`config.mk`:
```
export PLATFORM = sky130hd
export DESIGN_NAME = uart_rx_fifo
export DESIGN_NICKNAME = d
export VERILOG_FILES = /design/src/rtl/uart_rx_fifo_pkg.sv /design/src/rtl/uart_rx_fifo_sync_fifo.sv /design/src/rtl/uart_rx_fifo.sv
export SDC_FILE = /design/constraint.sdc
export NUM_CORES = 1
export LEC_CHECK = 0
export CORE_MARGIN = 4
export CORE_UTILIZATION = 50
export DETAILED_ROUTE_END_ITERATION = 10
export GPL_TIMING_DRIVEN = 0
export PLACE_DENSITY = 0.75
export SYNTH_ARGS = -nofsm -noshare
export SYNTH_HDL_FRONTEND = slang
export SYNTH_SLANG_ARGS = --single-unit
export TNS_END_PERCENT = 100
```
`constraint.sdc`:
```
create_clock -name clk -period 3.4 [get_ports clk]
set_input_delay 0.51 -clock clk [delete_from_list [all_inputs] [get_ports clk]]
set_output_delay 0.51 -clock clk [all_outputs]
set_load 0.03 [all_outputs]
```
`src/rtl/uart_rx_fifo_pkg.sv`:
```
// uart_pkg: shared receiver state encoding, data width and baud divider helper
package uart_pkg;

    localparam int DATA_W = 8;

    typedef enum logic [2:0] {WAIT_IDLE, IDLE, START, DATA, STOP} rx_state_t;

    function automatic int baud_div(input int clk_hz, input int baud);
        int d;
        d = (clk_hz + 8 * baud) / (16 * baud);
        return (d < 1) ? 1 : d;
    endfunction

endpackage

```
`src/rtl/uart_rx_fifo_sync_fifo.sv`:
```
// sync_fifo: show-ahead FIFO with wrapping pointers and an occupancy count one bit wider than the pointers
module sync_fifo #(
    parameter int DEPTH = 16,
    parameter int WIDTH = 8
) (
    input  logic                     clk,
    input  logic                     rst_n,
    input  logic                     wr_en,
    input  logic [WIDTH-1:0]         wr_data,
    input  logic                     rd_en,
    output logic [WIDTH-1:0]         rd_data,
    output logic                     rd_valid,
    output logic                     full,
    output logic [$clog2(DEPTH):0]   count,
    output logic [$clog2(DEPTH):0]   count_nxt
);

    localparam int AW = $clog2(DEPTH);
    localparam logic [AW:0] FULL = (AW + 1)'(DEPTH);

    logic [WIDTH-1:0] mem [DEPTH];
    logic [AW-1:0]    wr_ptr, rd_ptr;
    logic             do_wr, do_rd;

    assign rd_valid  = count != '0;
    assign full      = count == FULL;
    assign do_rd     = rd_en && rd_valid;
    assign do_wr     = wr_en && (!full || do_rd);
    assign rd_data   = rd_valid ? mem[rd_ptr] : '0;
    assign count_nxt = (do_wr && !do_rd) ? count + 1'b1 :
                       (do_rd && !do_wr) ? count - 1'b1 : count;

    // storage is not reset; rd_data is masked while empty
    always_ff @(posedge clk)
        if (do_wr) mem[wr_ptr] <= wr_data;

    // pointers and occupancy
    always_ff @(posedge clk)
        if (!rst_n) begin
            wr_ptr <= '0;
            rd_ptr <= '0;
            count  <= '0;
        end else begin
            if (do_wr) wr_ptr <= wr_ptr + 1'b1;
            if (do_rd) rd_ptr <= rd_ptr + 1'b1;
            count <= count_nxt;
        end

endmodule

```
`src/rtl/uart_rx_fifo.sv`:
```
// uart_rx_fifo: 16x-oversampled 8N1 receiver feeding a show-ahead FIFO, with RTS hysteresis and sticky errors
module uart_rx_fifo
    import uart_pkg::*;
#(
    parameter int CLK_HZ   = 50_000_000,
    parameter int BAUD     = 115200,
    parameter int DEPTH    = 16,
    parameter int HI_WATER = 12,
    parameter int LO_WATER = 4
) (
    input  logic                   clk,
    input  logic                   rst_n,
    input  logic                   rxd,
    input  logic                   rd_en,
    output logic [DATA_W-1:0]      rd_data,
    output logic                   rd_valid,
    output logic [$clog2(DEPTH):0] count,
    output logic                   rts_n,
    output logic                   frame_err,
    output logic                   overrun,
    input  logic                   clr_err
);

    localparam int DIV = baud_div(CLK_HZ, BAUD);
    localparam int DCW = (DIV > 1) ? $clog2(DIV) : 1;
    localparam int CW  = $clog2(DEPTH) + 1;
    localparam logic [CW-1:0] HI = CW'(HI_WATER);
    localparam logic [CW-1:0] LO = CW'(LO_WATER);

    rx_state_t         state, state_nxt;
    logic              s1, rxd_s;
    logic [1:0]        warm;
    logic [DCW-1:0]    div_cnt;
    logic [3:0]        sc;
    logic [2:0]        bit_cnt;
    logic [DATA_W-1:0] shreg;
    logic              active, tick, samp, push, fe_set, ovr_set, full;
    logic [CW-1:0]     count_nxt;

    assign active  = state inside {START, DATA, STOP};
    assign tick    = active && (div_cnt == DCW'(DIV - 1));
    assign samp    = tick && (sc == 4'd7);
    assign push    = (state == STOP) && samp && rxd_s;
    assign fe_set  = (state == STOP) && samp && !rxd_s;
    assign ovr_set = push && full && !rd_en;

    // two-flop synchroniser; warm delays WAIT_IDLE until rxd_s reflects the real line, not the reset value
    always_ff @(posedge clk)
        if (!rst_n) begin
            s1    <= 1'b1;
            rxd_s <= 1'b1;
            warm  <= '0;
        end else begin
            s1    <= rxd;
            rxd_s <= s1;
            warm  <= {warm[0], 1'b1};
        end

    // divider and tick counter idle at zero outside a frame so sampling phase follows the start edge
    always_ff @(posedge clk)
        if (!rst_n || !active) begin
            div_cnt <= '0;
            sc      <= '0;
        end else begin
            div_cnt <= tick ? '0 : div_cnt + 1'b1;
            sc      <= tick ? sc + 1'b1 : sc;
        end

    // receiver state register
    always_ff @(posedge clk)
        if (!rst_n) state <= WAIT_IDLE;
        else        state <= state_nxt;

    // next state: every decision is taken at the mid-bit sample
    always_comb begin
        state_nxt = state;
        case (state)
            WAIT_IDLE: if (rxd_s && warm[1])        state_nxt = IDLE;
            IDLE:      if (!rxd_s)                  state_nxt = START;
            START:     if (samp)                    state_nxt = rxd_s ? IDLE : DATA;
            DATA:      if (samp && bit_cnt == 3'd7) state_nxt = STOP;
            STOP:      if (samp)                    state_nxt = rxd_s ? IDLE : WAIT_IDLE;
            default:                                state_nxt = WAIT_IDLE;
        endcase
    end

    // LSB-first shift register and bit counter
    always_ff @(posedge clk)
        if (!rst_n) begin
            shreg   <= '0;
            bit_cnt <= '0;
        end else if (state == START) begin
            bit_cnt <= '0;
        end else if (state == DATA && samp) begin
            shreg   <= {rxd_s, shreg[DATA_W-1:1]};
            bit_cnt <= bit_cnt + 1'b1;
        end

    // sticky errors (set beats clear) and RTS hysteresis on the next occupancy
    always_ff @(posedge clk)
        if (!rst_n) begin
            frame_err <= 1'b0;
            overrun   <= 1'b0;
            rts_n     <= 1'b1;
        end else begin
            frame_err <= fe_set | (frame_err & ~clr_err);
            overrun   <= ovr_set | (overrun & ~clr_err);
            rts_n     <= (count_nxt >= HI) ? 1'b1 : (count_nxt <= LO) ? 1'b0 : rts_n;
        end

    sync_fifo #(.DEPTH(DEPTH), .WIDTH(DATA_W)) u_fifo (
        .clk       (clk),
        .rst_n     (rst_n),
        .wr_en     (push),
        .wr_data   (shreg),
        .rd_en     (rd_en),
        .rd_data   (rd_data),
        .rd_valid  (rd_valid),
        .full      (full),
        .count     (count),
        .count_nxt (count_nxt)
    );

endmodule
```
# After elaboration in Yosys (flattened, before gate mapping)
# Memory sizes are Yosys's and may differ from the RTL's. A register that Yosys moved wholly into a read port is not among the register bits.
# Index checks and enable logic that the tools add are counted.
# word_totals
ff_bits	43
out_inout_bits	17
mem_count	1
inputBits	5
mem_bits_rw	128
# memory_table
name	words	word_bits	rd	rd_clocked_by_memory_dff	write_ports	line	rtl
u_fifo.mem	16	8	1	1	1	uart_rx_fifo_sync_fifo.sv:21	logic [WIDTH-1:0] mem [DEPTH];
# op_classes
magnitude_cmp	2
muxes	16
add_sub_neg	7
n_eq_ne	13
reduce_logical	31
n_bitwise	7
# op_table
operator	n
$mux 3	5
$pmux 3 s5	1
$logic_and 1x1->1	14
$add 4x1->4 const B	3
$add 5x1->5 const B	2
$eq 5x5->1 const B	2
$mux 5	2
$mux 4	2
$mux 8	1
$ne 2x2->1 const B	4
$logic_not 1->1	7
$eq 3x2->1 const B	2
$eq 3x3->1 const B	2
$reduce_or 2->1	3
$ge 5x4->1 const B	1
$le 5x3->1 const B	1
$reduce_and 5->1	1
$reduce_bool 5->1	1
$sub 5x1->5 const B	1
$eq 4x3->1 const B	1
$mux 1	4
$add 3x1->3 const B	1
$eq 3x1->1 const B	1
$logic_not 3->1	1
8 further kinds	13

# Logic depth before layout (Yosys ltp)
# depth
ltp_word	13
mapped_depth	11
mapped_depth_nobuf	9

# Modules after synthesis
# A second synthesis with hierarchy kept.
# hier_totals
cells_unflattened	459
area_unflattened_um2	7154.4
# modules_own_cells
mod	area_each_um2	n_inst	cells_each	seq_area_each_um2
sync_fifo	5876.9	1	319	4184.0
uart_rx_fifo	1277.5	1	140	600.6

# Worst setup path before layout
# Ideal clock, no wire load.
# synth_timing
kind	reg-to-reg
from	reg u_fifo.count[0]
to	mem u_fifo.mem[3][0], enable pin
path_buffers	1
required_ns	3.068
path_slack_ns	1.001
path_stages_with_launch	9
arrival_ns	2.068
cell_sequence	dfxtp_1 -> inv_1 -> ha_1 -> nor3b_1 -> nand3b_1 -> nor2b_1 -> buf_2 -> nor3b_1 -> and2_1
# synth_between
elab_chain_len	6
word_cells_on_any_way	8
# synth_rtl
item	line	rtl
start, declared	uart_rx_fifo_sync_fifo.sv:14	output logic [$clog2(DEPTH):0] count,
start signal, assigned	uart_rx_fifo_sync_fifo.sv:46	count <= count_nxt;
$eq 5x5->1 or $reduce_bool 5->1 (tied branches)	uart_rx_fifo_sync_fifo.sv:26, uart_rx_fifo_sync_fifo.sv:25	
$logic_not 1->1 or $logic_and 1x1->1 (tied branches)	uart_rx_fifo_sync_fifo.sv:28, uart_rx_fifo_sync_fifo.sv:27	
$logic_or 1x1->1 (*)	uart_rx_fifo_sync_fifo.sv:28	assign do_wr = wr_en && (!full || do_rd);
$logic_and 1x1->1 (*)	uart_rx_fifo_sync_fifo.sv:28	
$mux 1 (*)	uart_rx_fifo_sync_fifo.sv:35	if (do_wr) mem[wr_ptr] <= wr_data;
$mux 1 (not written as such) (*)	uart_rx_fifo_sync_fifo.sv:35	
end, declared	uart_rx_fifo_sync_fifo.sv:21	
# Every way passes the cells marked *; elsewhere a longest branch is shown, timed or not.

==> flow_metrics.py <==
metrics = {
    "clocking": {
        "cts_sinks": 175,
        "number_of_buffers_created_by_cts": 17,
        "cts_post_setup_buffers_inserted": 0,
        "number_of_cells_upsized_or_downsized_after_cts": 11,
        "worst_skew_pair.late_latency_ns": 0.42,
        "root_buffer": "clkbuf_16",
        "post_cts_hold_buffer_count": 0,
        "cts_max_path_buffers": 2,
        "tritoncts_clock_tree": "done",
        "htree_levels": 4,
        "clkTransAtPathRegs_ns": 0.06,
    },
    "synthesis": {
        "synth-edff-count": 128,
        "syn_nets": 447,
        "post_synth_num_cell_types": 45,
        "ys_seq_area_share_pct": 66.1,
        "yosysWarnings": 0,
        "ys_top_cells_by_count": "edfxtp_1, dfxtp_1, and2_1",
        "synth.top_cell.area_share_pct": 53.1,
        "synth.top_cells.by_area": "edfxtp_1, dfxtp_1, mux4_1",
        "synth_top_flop_cell": "edfxtp_1",
        "synth_top_cell_by_area": "edfxtp_1",
        "yosys.cell_count.top_type": "edfxtp_1",
        "post_synth.cell_area_avg_um2": 16.9,
        "postSynthRegisterBits": 175,
        "postSynth.asyncResetShare_pct": 0,
        "synthesis.area_mm2": 0.00724,
        "post_synth_inst_count": 429,
    },
    "critical_path": {
        "timing.setup.critical_path_class": "reg2out",
        "worstSetupStartpointType": "flip-flop",
        "cp_data_required_time_ns": 2.89,
        "arr_time_crit_path_ns": 2.74,
        "crit_fanout": 10,
        "critical_path_sink_type": "primary output",
    },
    "finish": {
        "num-nets-final": 487,
        "nFillCells": 1055,
        "antenna_cells": 0,
        "layout_cell_share_with_drive_strength_beyond_1_pct": 11.8,
        "final_core_util_pct": 58.8,
        "area_growth_syn_to_layout_pct": 14.1,
    },
    "route": {
        "count_of_vias_placed_by_the_detailed_router": 3651,
        "route.detailed.vias_per_inst": 5.52,
        "wl_per_cell_um": 19.8,
        "routed-wl-met3_um": 512,
        "drtIter0Drc": 257,
        "wl_met2_um": 6720,
        "drt_pass1_iterations": 4,
        "top_layer_used": "met4",
        "drtAntennaViolNets": 0,
        "drc": 0,
        "wire_length_after_detailed_routing_um": 13100,
        "routedLengthMet1_um": 5610,
    },
    "floorplanning": {
        "dieArea_mm2": 0.0165,
        "die_h_um": 128,
        "top_level_ports": 22,
        "initial_core_util_pct": 51.6,
        "die_width_um": 128,
        "fp-row-count": 43,
        "core_area_mm2": 0.0140,
    },
    "sta": {
        "finalHoldViolations": 0,
        "fin_setup_tns_ns": 0,
        "slew-limit-headroom_pct": 51.2,
        "grt_setup_unrepaired": "no",
        "period_needed_ns": 3.25,
        "max_freq_mhz": 308,
        "post-route-period-util_pct": 95.6,
        "tightestPinTransition_ns": 0.731,
        "fin_skew_ns": 0.00713,
        "finalSetupViolCount": 0,
        "final_max_slew_viol_count": 0,
    },
    "grt": {
        "grt_start_max_net_pins": 19,
        "antenna_found_initial": 0,
        "grt_pass1_wl_um": 20900,
        "groute.usage.overall_pct": 17.2,
        "grt_pass1_vias": 3804,
        "grt-ovfl-total": 0,
    },
    "placed_design": {
        "gp_congestion": 0.847,
        "place.port_buffers": 21,
        "dp_hpwl_um": 8780,
    },
    "hold_path": {
        "hp-class": "reg2reg",
    },
    "power_and_ir_drop": {
        "cellLeakagePower_nw": 2.83,
        "power-per-cell-area_mw_per_mm2": 664,
        "vdd_drop_max_uv": 378,
    },
    "job": {
        "cap_viol_max_count": 0,
    },
    "outcome": {
        "outcome": "finished clean",
    },
}
## placed cells by master, fill, tap and decap left out, types with 6 or more instances in the layout
| cell | count |
|---|---|
| edfxtp_1 | 128 |
| dfxtp_1 | 47 |
| and2_1 | 37 |
| mux4_1 | 28 |
| nor2_1 | 22 |
| clkbuf_16 | 19 |
| nor2b_1 | 14 |
| mux2i_1 | 14 |
| nand2_1 | 13 |
| ha_1 | 13 |
| clkdlybuf4s50_1 | 13 |
| mux4_2 | 12 |
| xnor2_1 | 12 |
| inv_1 | 11 |
| clkbuf_1 | 11 |
| dlygate4sd2_1 | 8 |
| a21oi_1 | 7 |
| nand3_1 | 6 |
## layer usage
layer | global-route usage [%] | vias up
li1 | - | 1730
met1 | 22.1 | 1824
met2 | 28.8 | 80
met3 | 4.15 | 17
met4 | 6.24 | 0
met5 | 0 | -
## through the flow
stage	total power, W	hold WS (ns)	instance area [um^2]	std cells	worst slack (ns)
6_report	0.00549	0.413	8260	662	0.151
5_1_grt	0.00570	0.450	8260	662	0.0823
4_1_cts	0.00553	0.419	8260	662	0.103
3_5_place_dp	0.00367	0.404	7670	630	0.148
3_3_place_gp	0.00365	0.392	7670	630	0.235
2_1_floorplan	0.00328	0.386	7240	429	1.00
## sequential cells by signal (all words and copies together) (netlist names), named ones only
name / cells
bit_cnt: 3
div_cnt: 5
frame_err: 1
overrun: 1
rts_n: 1
rxd_s: 1
s1: 1
sc: 4
shreg: 8
state: 3
u_fifo.count: 5
u_fifo.mem: 128
u_fifo.rd_ptr: 4
u_fifo.wr_ptr: 4
warm: 2
## path summary, 6_finish.rpt
kind | startpoint | endpoint | depth (start not counted) | slack [ns]
setup / recovery | flip-flop | rd_data[3] | 6 | 0.15
hold / removal | s1 | rxd_s | 1 | 0.41
setup reg to reg | div_cnt[0] | u_fifo.mem[0][4] | 9 | 0.67
hold reg to reg | s1 | rxd_s | 1 | 0.41
## layout make-up
class                   instances  area [um^2]  area share (%)
inverters                      11         41.3           0.500
repair buffers                 21          200            2.42
well taps                     180          225            2.73
clock inverters                 3         41.3           0.500
flip-flops and latches        175         4780            57.9
plain buffers                  18          124            1.50
multi-input cells             225         2290            27.8
clock buffers                  29          553            6.69
## cells by family (layout without fill, tap and decap cells)
family,after synthesis,after routing,synth area share (%)
compound gates,20,20,1.76
xor+xnor,17,17,2.06
fa+ha+maj,13,13,2.25
buf+inv,29,82,2.23
flops,175,175,66.1
mux,54,54,15.8
simple gates,121,121,9.78
## where the power goes
part           internal, W  total (W)  switching, W
Combinational     0.000586    0.00121      0.000623
Sequential         0.00231    0.00236     0.0000497
Clock              0.00118    0.00192      0.000744
Total              0.00407    0.00549       0.00142
## critical path: stages, from the launching register on
cell	delay, ns
dfxtp_1	0.32
buf_6	0.13
buf_8	0.16
mux4_1	0.63
mux4_2	0.51
and2_1	0.19
dlygate4sd2_1	0.35
No activity file was read; power rests on OpenSTA's default activity.
